`src/rtl/dma_rd_engine_if.sv`:
```
// AXI4 read-address/read-data channel plus the outgoing word stream of the DMA read engine.
interface dma_rd_engine_if #(
    parameter int unsigned ADDR_W = 32,
    parameter int unsigned DATA_W = 32
);
    logic              M_AXI_ARVALID;
    logic              M_AXI_ARREADY;
    logic [ADDR_W-1:0] M_AXI_ARADDR;
    logic [7:0]        M_AXI_ARLEN;
    logic [2:0]        M_AXI_ARSIZE;
    logic [1:0]        M_AXI_ARBURST;
    logic              M_AXI_RVALID;
    logic              M_AXI_RREADY;
    logic [DATA_W-1:0] M_AXI_RDATA;
    logic [1:0]        M_AXI_RRESP;
    logic              M_AXI_RLAST;
    logic              m_valid;
    logic              m_ready;
    logic [DATA_W-1:0] m_data;
    logic              m_last;

    modport master (
        output M_AXI_ARVALID, M_AXI_ARADDR, M_AXI_ARLEN, M_AXI_ARSIZE, M_AXI_ARBURST,
        input  M_AXI_ARREADY,
        input  M_AXI_RVALID, M_AXI_RDATA, M_AXI_RRESP, M_AXI_RLAST,
        output M_AXI_RREADY,
        output m_valid, m_data, m_last,
        input  m_ready
    );

    modport slave (
        input  M_AXI_ARVALID, M_AXI_ARADDR, M_AXI_ARLEN, M_AXI_ARSIZE, M_AXI_ARBURST,
        output M_AXI_ARREADY,
        output M_AXI_RVALID, M_AXI_RDATA, M_AXI_RRESP, M_AXI_RLAST,
        input  M_AXI_RREADY,
        input  m_valid, m_data, m_last,
        output m_ready
    );
endinterface

```
`src/rtl/dma_rd_engine.sv`:
```
// DMA read engine: splits a transfer into AXI4 INCR read bursts and streams the beats out.
// Define DMA_RD_4K_SPLIT_EN to keep every burst inside one 4KB page.
module dma_rd_engine #(
    parameter int unsigned MAX_BURST = 16,
    parameter int unsigned ADDR_W    = 32,
    parameter int unsigned DATA_W    = 32
) (
    input  logic                  clk,
    input  logic                  rst_n,
    input  logic                  start,
    input  logic [31:0]           src_addr,
    input  logic [15:0]           size,
    output logic                  done,
    output logic                  busy,
    output logic                  rd_err,
    dma_rd_engine_if.master       rd
);
    typedef enum logic [1:0] {StIdle, StAr, StData, StFin} state_e;

    state_e            state_q;
    logic [ADDR_W-1:0] addr_q;
    logic [ADDR_W-1:0] araddr_q;
    logic [15:0]       remaining_q;
    logic [8:0]        beat_cnt_q;
    logic [7:0]        arlen_q;
    logic              arvalid_q;
    logic              done_q;
    logic              busy_q;
    logic              rd_err_q;
    logic [16:0]       beats;
    logic              in_data;
    logic              beat_fire;

`ifdef DMA_RD_4K_SPLIT_EN
    logic [16:0] page_room;
    assign page_room = 17'd1024 - 17'(addr_q[11:2]);
`endif

    always_comb begin
        beats = {1'b0, remaining_q};
        if (beats > 17'(MAX_BURST)) beats = 17'(MAX_BURST);
`ifdef DMA_RD_4K_SPLIT_EN
        if (beats > page_room) beats = page_room;
`endif
    end

    // The stream is a pure pass-through of the R channel while a burst is in flight.
    assign in_data          = (state_q == StData);
    assign beat_fire        = in_data & rd.M_AXI_RVALID & rd.m_ready;
    assign rd.M_AXI_RREADY  = in_data & rd.m_ready;
    assign rd.m_valid       = in_data & rd.M_AXI_RVALID;
    assign rd.m_data        = rd.M_AXI_RDATA;
    assign rd.m_last        = in_data & (remaining_q == 16'd1);

    assign rd.M_AXI_ARVALID = arvalid_q;
    assign rd.M_AXI_ARADDR  = araddr_q;
    assign rd.M_AXI_ARLEN   = arlen_q;
    assign rd.M_AXI_ARSIZE  = 3'b010;
    assign rd.M_AXI_ARBURST = 2'b01;

    assign done   = done_q;
    assign busy   = busy_q;
    assign rd_err = rd_err_q;

    always_ff @(posedge clk or negedge rst_n) begin
        if (!rst_n) begin
            state_q     <= StIdle;
            addr_q      <= '0;
            araddr_q    <= '0;
            remaining_q <= '0;
            beat_cnt_q  <= '0;
            arlen_q     <= '0;
            arvalid_q   <= 1'b0;
            done_q      <= 1'b0;
            busy_q      <= 1'b0;
            rd_err_q    <= 1'b0;
        end else begin
            done_q <= 1'b0;
            unique case (state_q)
                StIdle: begin
                    if (start) begin
                        rd_err_q <= 1'b0;
                        busy_q   <= 1'b1;
                        if (size != 16'd0) begin
                            addr_q      <= ADDR_W'(src_addr & 32'hFFFF_FFFC);
                            remaining_q <= size;
                            state_q     <= StAr;
                        end else begin
                            state_q <= StFin;
                        end
                    end
                end
                StAr: begin
                    // First cycle registers the request; it then holds until accepted.
                    if (!arvalid_q) begin
                        araddr_q  <= addr_q;
                        arlen_q   <= 8'(beats - 17'd1);
                        arvalid_q <= 1'b1;
                    end else if (rd.M_AXI_ARREADY) begin
                        arvalid_q  <= 1'b0;
                        beat_cnt_q <= 9'(arlen_q) + 9'd1;
                        state_q    <= StData;
                    end
                end
                StData: begin
                    if (beat_fire) begin
                        beat_cnt_q  <= beat_cnt_q - 9'd1;
                        remaining_q <= remaining_q - 16'd1;
                        addr_q      <= addr_q + ADDR_W'(4);
                        if ((rd.M_AXI_RRESP != 2'b00) ||
                            (rd.M_AXI_RLAST != (beat_cnt_q == 9'd1))) begin
                            rd_err_q <= 1'b1;
                        end
                        if (beat_cnt_q == 9'd1) begin
                            state_q <= (remaining_q == 16'd1) ? StFin : StAr;
                        end
                    end
                end
                StFin: begin
                    done_q  <= 1'b1;
                    busy_q  <= 1'b0;
                    state_q <= StIdle;
                end
                default: state_q <= StIdle;
            endcase
        end
    end
endmodule

```
`src/flat_wrapper.sv`:
```
// flat-port wrapper written by rule: the top's interface ports become plain ports
module dma_rd_engine_flat 
#(
    parameter int unsigned MAX_BURST = 16,
    parameter int unsigned ADDR_W    = 32,
    parameter int unsigned DATA_W    = 32
)
  (clk, rst_n, start, src_addr, size, done, busy, rd_err, rd_M_AXI_ARVALID, rd_M_AXI_ARADDR, rd_M_AXI_ARLEN, rd_M_AXI_ARSIZE, rd_M_AXI_ARBURST, rd_M_AXI_ARREADY, rd_M_AXI_RVALID, rd_M_AXI_RDATA, rd_M_AXI_RRESP, rd_M_AXI_RLAST, rd_M_AXI_RREADY, rd_m_valid, rd_m_data, rd_m_last, rd_m_ready);
  dma_rd_engine_if #(.ADDR_W(ADDR_W), .DATA_W(DATA_W)) rd_i ();
  input  logic clk;
  input  logic rst_n;
  input  logic start;
  input  logic [31:0] src_addr;
  input  logic [15:0] size;
  output logic done;
  output logic busy;
  output logic rd_err;
  output wire logic [$bits(rd_i.M_AXI_ARVALID)-1:0] rd_M_AXI_ARVALID;
  output wire logic [$bits(rd_i.M_AXI_ARADDR)-1:0] rd_M_AXI_ARADDR;
  output wire logic [$bits(rd_i.M_AXI_ARLEN)-1:0] rd_M_AXI_ARLEN;
  output wire logic [$bits(rd_i.M_AXI_ARSIZE)-1:0] rd_M_AXI_ARSIZE;
  output wire logic [$bits(rd_i.M_AXI_ARBURST)-1:0] rd_M_AXI_ARBURST;
  input wire logic [$bits(rd_i.M_AXI_ARREADY)-1:0] rd_M_AXI_ARREADY;
  input wire logic [$bits(rd_i.M_AXI_RVALID)-1:0] rd_M_AXI_RVALID;
  input wire logic [$bits(rd_i.M_AXI_RDATA)-1:0] rd_M_AXI_RDATA;
  input wire logic [$bits(rd_i.M_AXI_RRESP)-1:0] rd_M_AXI_RRESP;
  input wire logic [$bits(rd_i.M_AXI_RLAST)-1:0] rd_M_AXI_RLAST;
  output wire logic [$bits(rd_i.M_AXI_RREADY)-1:0] rd_M_AXI_RREADY;
  output wire logic [$bits(rd_i.m_valid)-1:0] rd_m_valid;
  output wire logic [$bits(rd_i.m_data)-1:0] rd_m_data;
  output wire logic [$bits(rd_i.m_last)-1:0] rd_m_last;
  input wire logic [$bits(rd_i.m_ready)-1:0] rd_m_ready;
  assign rd_M_AXI_ARVALID = rd_i.M_AXI_ARVALID;
  assign rd_M_AXI_ARADDR = rd_i.M_AXI_ARADDR;
  assign rd_M_AXI_ARLEN = rd_i.M_AXI_ARLEN;
  assign rd_M_AXI_ARSIZE = rd_i.M_AXI_ARSIZE;
  assign rd_M_AXI_ARBURST = rd_i.M_AXI_ARBURST;
  assign rd_i.M_AXI_ARREADY = rd_M_AXI_ARREADY;
  assign rd_i.M_AXI_RVALID = rd_M_AXI_RVALID;
  assign rd_i.M_AXI_RDATA = rd_M_AXI_RDATA;
  assign rd_i.M_AXI_RRESP = rd_M_AXI_RRESP;
  assign rd_i.M_AXI_RLAST = rd_M_AXI_RLAST;
  assign rd_M_AXI_RREADY = rd_i.M_AXI_RREADY;
  assign rd_m_valid = rd_i.m_valid;
  assign rd_m_data = rd_i.m_data;
  assign rd_m_last = rd_i.m_last;
  assign rd_i.m_ready = rd_m_ready;
  dma_rd_engine #(.MAX_BURST(MAX_BURST), .ADDR_W(ADDR_W), .DATA_W(DATA_W)) u_core (.clk(clk), .rst_n(rst_n), .start(start), .src_addr(src_addr), .size(size), .done(done), .busy(busy), .rd_err(rd_err), .rd(rd_i));
endmodule
```
`config.mk`:
```
export PLATFORM = sky130hd
export DESIGN_NAME = dma_rd_engine_flat
export DESIGN_NICKNAME = d
export VERILOG_FILES = /design/src/rtl/dma_rd_engine_if.sv /design/src/rtl/dma_rd_engine.sv /design/src/flat_wrapper.sv
export SDC_FILE = /design/constraint.sdc
export NUM_CORES = 1
export LEC_CHECK = 0
export BUFFER_PORTS_ARGS = -buffer_cell sky130_fd_sc_hd__buf_2
export CORE_MARGIN = 3
export CORE_UTILIZATION = 48
export DETAILED_ROUTE_END_ITERATION = 16
export PLACE_DENSITY = 0.72
export SYNTH_ARGS = -nofsm -noshare
export SYNTH_HDL_FRONTEND = slang
export SYNTH_SLANG_ARGS = --single-unit
```
`constraint.sdc`:
```
create_clock -name clk -period 2.65 [get_ports clk]
set_input_delay 0.1325 -clock clk [delete_from_list [all_inputs] [get_ports clk]]
set_output_delay 0.1325 -clock clk [all_outputs]
set_load 0.05 [all_outputs]
```
# Word-level counts from Yosys, hierarchy flattened
# Index checks and enable logic that the tools add are counted.
dict set report word_totals {
  ff_bits 103
  in_bits 89
  output_inout_bits 84
  wordCells 77
}
dict set report classes {
  addsub 5
  n_lt_le_gt_ge 1
  eq_ne 13
  muxes 30
  bitwise 5
  reduce_logical 13
}
# op count
set ops {}
lappend ops {{32-bit two-way mux} 3}
lappend ops {{32-bit one-hot mux with 2 select lines} 1}
lappend ops {{16-bit two-way mux} 3}
lappend ops {{32-bit by 3-bit adder with 32-bit output, second input constant} 1}
lappend ops {{16-bit one-hot mux with 2 select lines} 1}
lappend ops {{9-bit two-way mux} 3}
lappend ops {{9-bit one-hot mux with 2 select lines} 1}
lappend ops {{16-bit by 1-bit equality test with 1-bit output, second input constant} 1}
lappend ops {{16-bit by 5-bit > comparator with 1-bit output, second input constant} 1}
lappend ops {{16-bit nonzero test} 1}
lappend ops {{16-bit by 1-bit subtractor with 16-bit output, second input constant} 1}
lappend ops {{2-bit two-way mux} 7}
lappend ops {{4-bit AND reduction} 3}
lappend ops {{2-bit != test, second input constant} 5}
lappend ops {{8-bit by 1-bit adder with 9-bit output, second input constant} 1}
lappend ops {{9-bit by 1-bit equality test with 1-bit output, second input constant} 1}
lappend ops {{9-bit by 1-bit subtractor with 9-bit output, second input constant} 1}
lappend ops {{8-bit two-way mux} 1}
lappend ops {{2-bit one-hot mux with 4 select lines} 1}
lappend ops {{2-bit nonzero test} 4}
lappend ops {{8-bit by 1-bit subtractor with 8-bit output, second input constant} 1}
lappend ops {{1-bit two-way mux} 7}
lappend ops {{5-bit AND reduction} 1}
lappend ops {{1-bit AND} 4}
lappend ops {{other kinds (9)} 13}

# Depth between registers and ports, before layout
dict set report depth {
  word_depth 6
  mapped_depth 9
  mapped_depth_nobuf 9
}

# Least setup slack after synthesis
# No wires, ideal clock.
dict set report synth_timing {
  path_kind {reg2reg}
  from {register u_core.remaining_q[11]}
  to {register u_core.arlen_q[4], in the netlist u_core.rd.M_AXI_ARLEN[4]}
  setup_time_ns 0.119
  arrival_ns 2.054
  t_required_ns 2.531
  slack_ns 0.477
  stages_incl_launch_ff 9
  n_path_buf 0
  synth_period_minus_slack_ns 2.173
  cell_sequence {dfrtp_1 or4_4 nor2_1 nor4b_4 nand2_1 ha_1 nand4b_1 o211ai_1 o21a_1}
}
dict set report synth_between {
  elab_chain_len 3
}
# item line
set synth_lines {}
lappend synth_lines {{start, declared} dma_rd_engine.sv:23} ;# logic [15:0] remaining_q;
lappend synth_lines {{start signal, assigned} dma_rd_engine.sv:86} ;# remaining_q <= size;
lappend synth_lines {{start signal, assigned} dma_rd_engine.sv:108} ;# remaining_q <= remaining_q - 16'd1;
lappend synth_lines {{16-bit by 5-bit > comparator with 1-bit output} dma_rd_engine.sv:41} ;# if (beats > 17'(MAX_BURST)) beats = 17'(MAX_BURST);
lappend synth_lines {{8-bit two-way mux} dma_rd_engine.sv:41}
lappend synth_lines {{8-bit by 1-bit subtractor with 8-bit output} dma_rd_engine.sv:97} ;# arlen_q <= 8'(beats - 17'd1);
lappend synth_lines {{end signal, assigned} dma_rd_engine.sv:97}
lappend synth_lines {{end, declared} dma_rd_engine.sv:25} ;# logic [7:0] arlen_q;
# Every way passes these cells.
# A chain may end at the register's enable or synchronous reset.

# Worst setup path in the final report
dict set report layout_timing {
  from {register u_core.remaining_q[11]}
  to {output port rd_m_last}
}
dict set report layout_between {
  elab_chain_len 2
}
# item line
set layout_lines {}
lappend layout_lines {{16-bit by 1-bit equality test with 1-bit output} dma_rd_engine.sv:53} ;# assign rd.m_last = in_data & (remaining_q == 16'd1);
lappend layout_lines {{1-bit AND} dma_rd_engine.sv:53}
lappend layout_lines {{end, declared} flat_wrapper.sv:31} ;# output wire logic [$bits(rd_i.m_last)-1:0] rd_m_last;
# Every way passes these cells.

==> impl_results.md <==
- Outcome: finished clean
- Core ar.: 11660 µm²
- Max VDD drop: 0.6273 mV
- Via/cell ratio: 5.958
- Routed len/inst: 16.96 µm
- CTS Buffer Depth: 2
- Hold_sp: src_addr[19]
- Post-route ant nets: 0
- Largest net degree at the start of global routing: 82
- Cell Area, Synth: 5833 µm²
- EDFF count, synth: 0
- Actual slew at the worst max-slew pin: 0.7433 ns
- Crit Path Max Fanout: 5
- Final setup margin: 0.2121 ns
- Hold_ws: 0.03366 ns
- Hold depth: 3
- Top cells by area, synth: dfrtp_1 42%, nand2_1 8.6%, o21ai_0 5.1%
- Synth Instances: 694
- Main synth FF type: dfrtp_1
- Clock latency on the worst-skew pair: 0.36 ns
- Unique masters post-synth: 68
- Syn avg cell area: 8.405 µm²
- Share of the synthesized area in the top cell type: 42.47%
- Diodes inserted: 0
- Die Area: 13510 µm²
- Nets: 835
- Setup TNS: 0 ns
- 1st-pass router iterations: 6
- Ys Warns: 0
- GRT Total Usage: 23.32%
- Detailed Place HPWL: 10400 µm
- Crit start category: register
- Clk slew on worst S/H paths: 0.06 ns
- Period Utilization, post-route: 92.00%
- Seq/Total Area, Yosys: 42.47%
- Leak Pwr: 2.929 nW
- Area leader, netlist: dfrtp_1
- Grt ovf: 0
- Cell Count, Final, Fillers Out: 885
- DP Cell Count: 869
- CP endpoint kind: output port
- WL final: 15010 µm
- Clk sink count: 99
- Pwr/cell area: 1293 nW/µm²
- Global-route wire length before repair: 24850 µm
- Fmax: 410.2 MHz
- Root buf cell: clkbuf_16
- Initial antenna violation count: 0
- RSZ-0062 raised after global routing: false
- H-tree levels: 3
- Port Buffers: 99
- Tot Pwr: 0.008417 W
- Via count: 5273
- Fraction of layout cells with a size suffix above 1: 20.22%
- Setup bufs post-CTS: 0
- Placer Congestion: 0.8524
- Reg2reg path depth: 8
- Worst Hold Class: primary input to register
- CTS tree: built
- Max-cap violations: 0
- Min Tclk post-route: 2.438 ns
- Area grow syn2layout: 11.63%
- Slew headroom: 50.44%
- Die height: 116.2 µm
- Vias in the first global route: 4955
- Worst r2r src: u_core.remaining_q[11]
- First DRT Iteration DRCs: 539
- # rows: 39
- Crit Path Category: register to output port
- Place WS: 0.3433 ns
- Clock Skew: 0.008664 ns
- CTS Buf Count: 9
- Required @ worst endpoint: 2.52 ns
- Worst hold endpoint: u_core.addr_q[19]
- # IOs: 173
- Final setup violating endpoints: 0
- Pins Over Slew Limit: 0
- Die width: 116.2 µm
- RR Endpoint: u_core.rd.M_AXI_ARLEN[4]
- Final hold vios: 0
- Reg-to-reg slack, setup: 0.31 ns
- Starting Density: 50.02%
- Post-synth ARST share: 100.0%
- Worst Path Arrival: 2.31 ns
- DRC viols: 0
- Seq cells post-synth: 99
how the worst max path moves through the flow:
stage,startpoint,end,slack (ns),depth (start not counted)
CTS,u_core.remaining_q[11],rd_m_last,0.19,4
global route,u_core.remaining_q[11],rd_m_last,0.11,4
global placement,u_core.remaining_q[11],u_core.rd.M_AXI_ARLEN[4],0.39,8
finish,u_core.remaining_q[11],rd_m_last,0.21,4
detailed placement,u_core.remaining_q[11],u_core.rd.M_AXI_ARLEN[4],0.34,8
floorplan,u_core.remaining_q[11],u_core.rd.M_AXI_ARLEN[4],0.48,8
state kept, by name (all words and copies together), names as in the netlist:
name,cells
u_core.addr_q,30
u_core.beat_cnt_q,9
u_core.busy,1
u_core.done,1
u_core.rd.M_AXI_ARADDR,30
u_core.rd.M_AXI_ARLEN,8
u_core.rd.M_AXI_ARVALID,1
u_core.rd_err,1
u_core.remaining_q,16
u_core.state_q,2
cell usage after synthesis (all sizes together), types with 7 or more instances:
cell type / n
and3: 10
a22oi: 11
o22ai: 13
clkbuf: 31
a21oi: 52
o21ai: 61
inv: 11
nor4: 11
or3: 7
dfrtp: 99
nor3: 13
ha: 8
nand2: 133
nand3: 34
nor2: 47
nand4: 7
buf: 52
cell usage in the layout (no fill, tap or decap), types with 11 or more instances in the layout:
master,netlist,layout
o22ai_1,12,12
buf_2,10,98
dfrtp_1,99,99
o21ai_0,59,59
inv_1,11,11
nor3_1,13,13
nor2_1,46,45
nand3_1,32,32
a21oi_1,52,52
nand2_1,133,133
final cells by class:
cell class	instances	area [µm²]
fill	1100	5151
timing repair buffer	111	640.6
inverter	11	41.29
tap	143	178.9
multi-input combinational	506	2878
clock inverter	2	35.03
sequential	99	2477
clock buffer	13	260.3
metrics by stage:
stage               cell area, µm²  utilization (%)
floorplan                     5852                -
global placement              6206            53.21
finish                        6511            55.83
detailed placement            6206            53.21
CTS                           6511            55.83
global route                  6511            55.83
logic make-up (layout without fill, tap and decap cells):
logic type | count (synthesis) | after routing | synth area share [%]
AO/OA/AOI/OAI | 192 | 192 | 20.53
XOR/XNOR | 8 | 8 | 1.201
flip-flops | 99 | 99 | 42.47
AND/OR/NAND/NOR | 290 | 290 | 24.84
other | 2 | 7 | 0.1287
multiplexers | 1 | 1 | 0.1930
buffers and inverters | 94 | 137 | 8.923
adder cells (fa/ha/maj) | 8 | 8 | 1.716
timing repair:
item / 4_1_cts / 5_1_grt
hold buffers: 1 / 0
hold endpoints to repair: 45 / 0
resized for setup: 0 / 0
per-layer routing:
layer / wire length [µm] / GRT usage, %
met2: 6910 / 35.35
met4: 303 / 8.275
met3: 1151 / 5.648
met5: 0 / 0
met1: 6650 / 32.71
worst max-delay path, stage by stage (launching register included):
cell and delay [ns]:
dfrtp_1 0.39, or4_4 0.59, nor4b_4 0.41, and4_1 0.29
buf_2 0.28
power by group:
group | internal (W) | total [W] | switching (W)
Clock | 0.000778 | 0.00134 | 0.000565
Combinational | 0.00131 | 0.00407 | 0.00276
Sequential | 0.00221 | 0.00300 | 0.000798
Total | 0.00429 | 0.00842 | 0.00413
No activity file was read; power rests on OpenSTA's default activity.
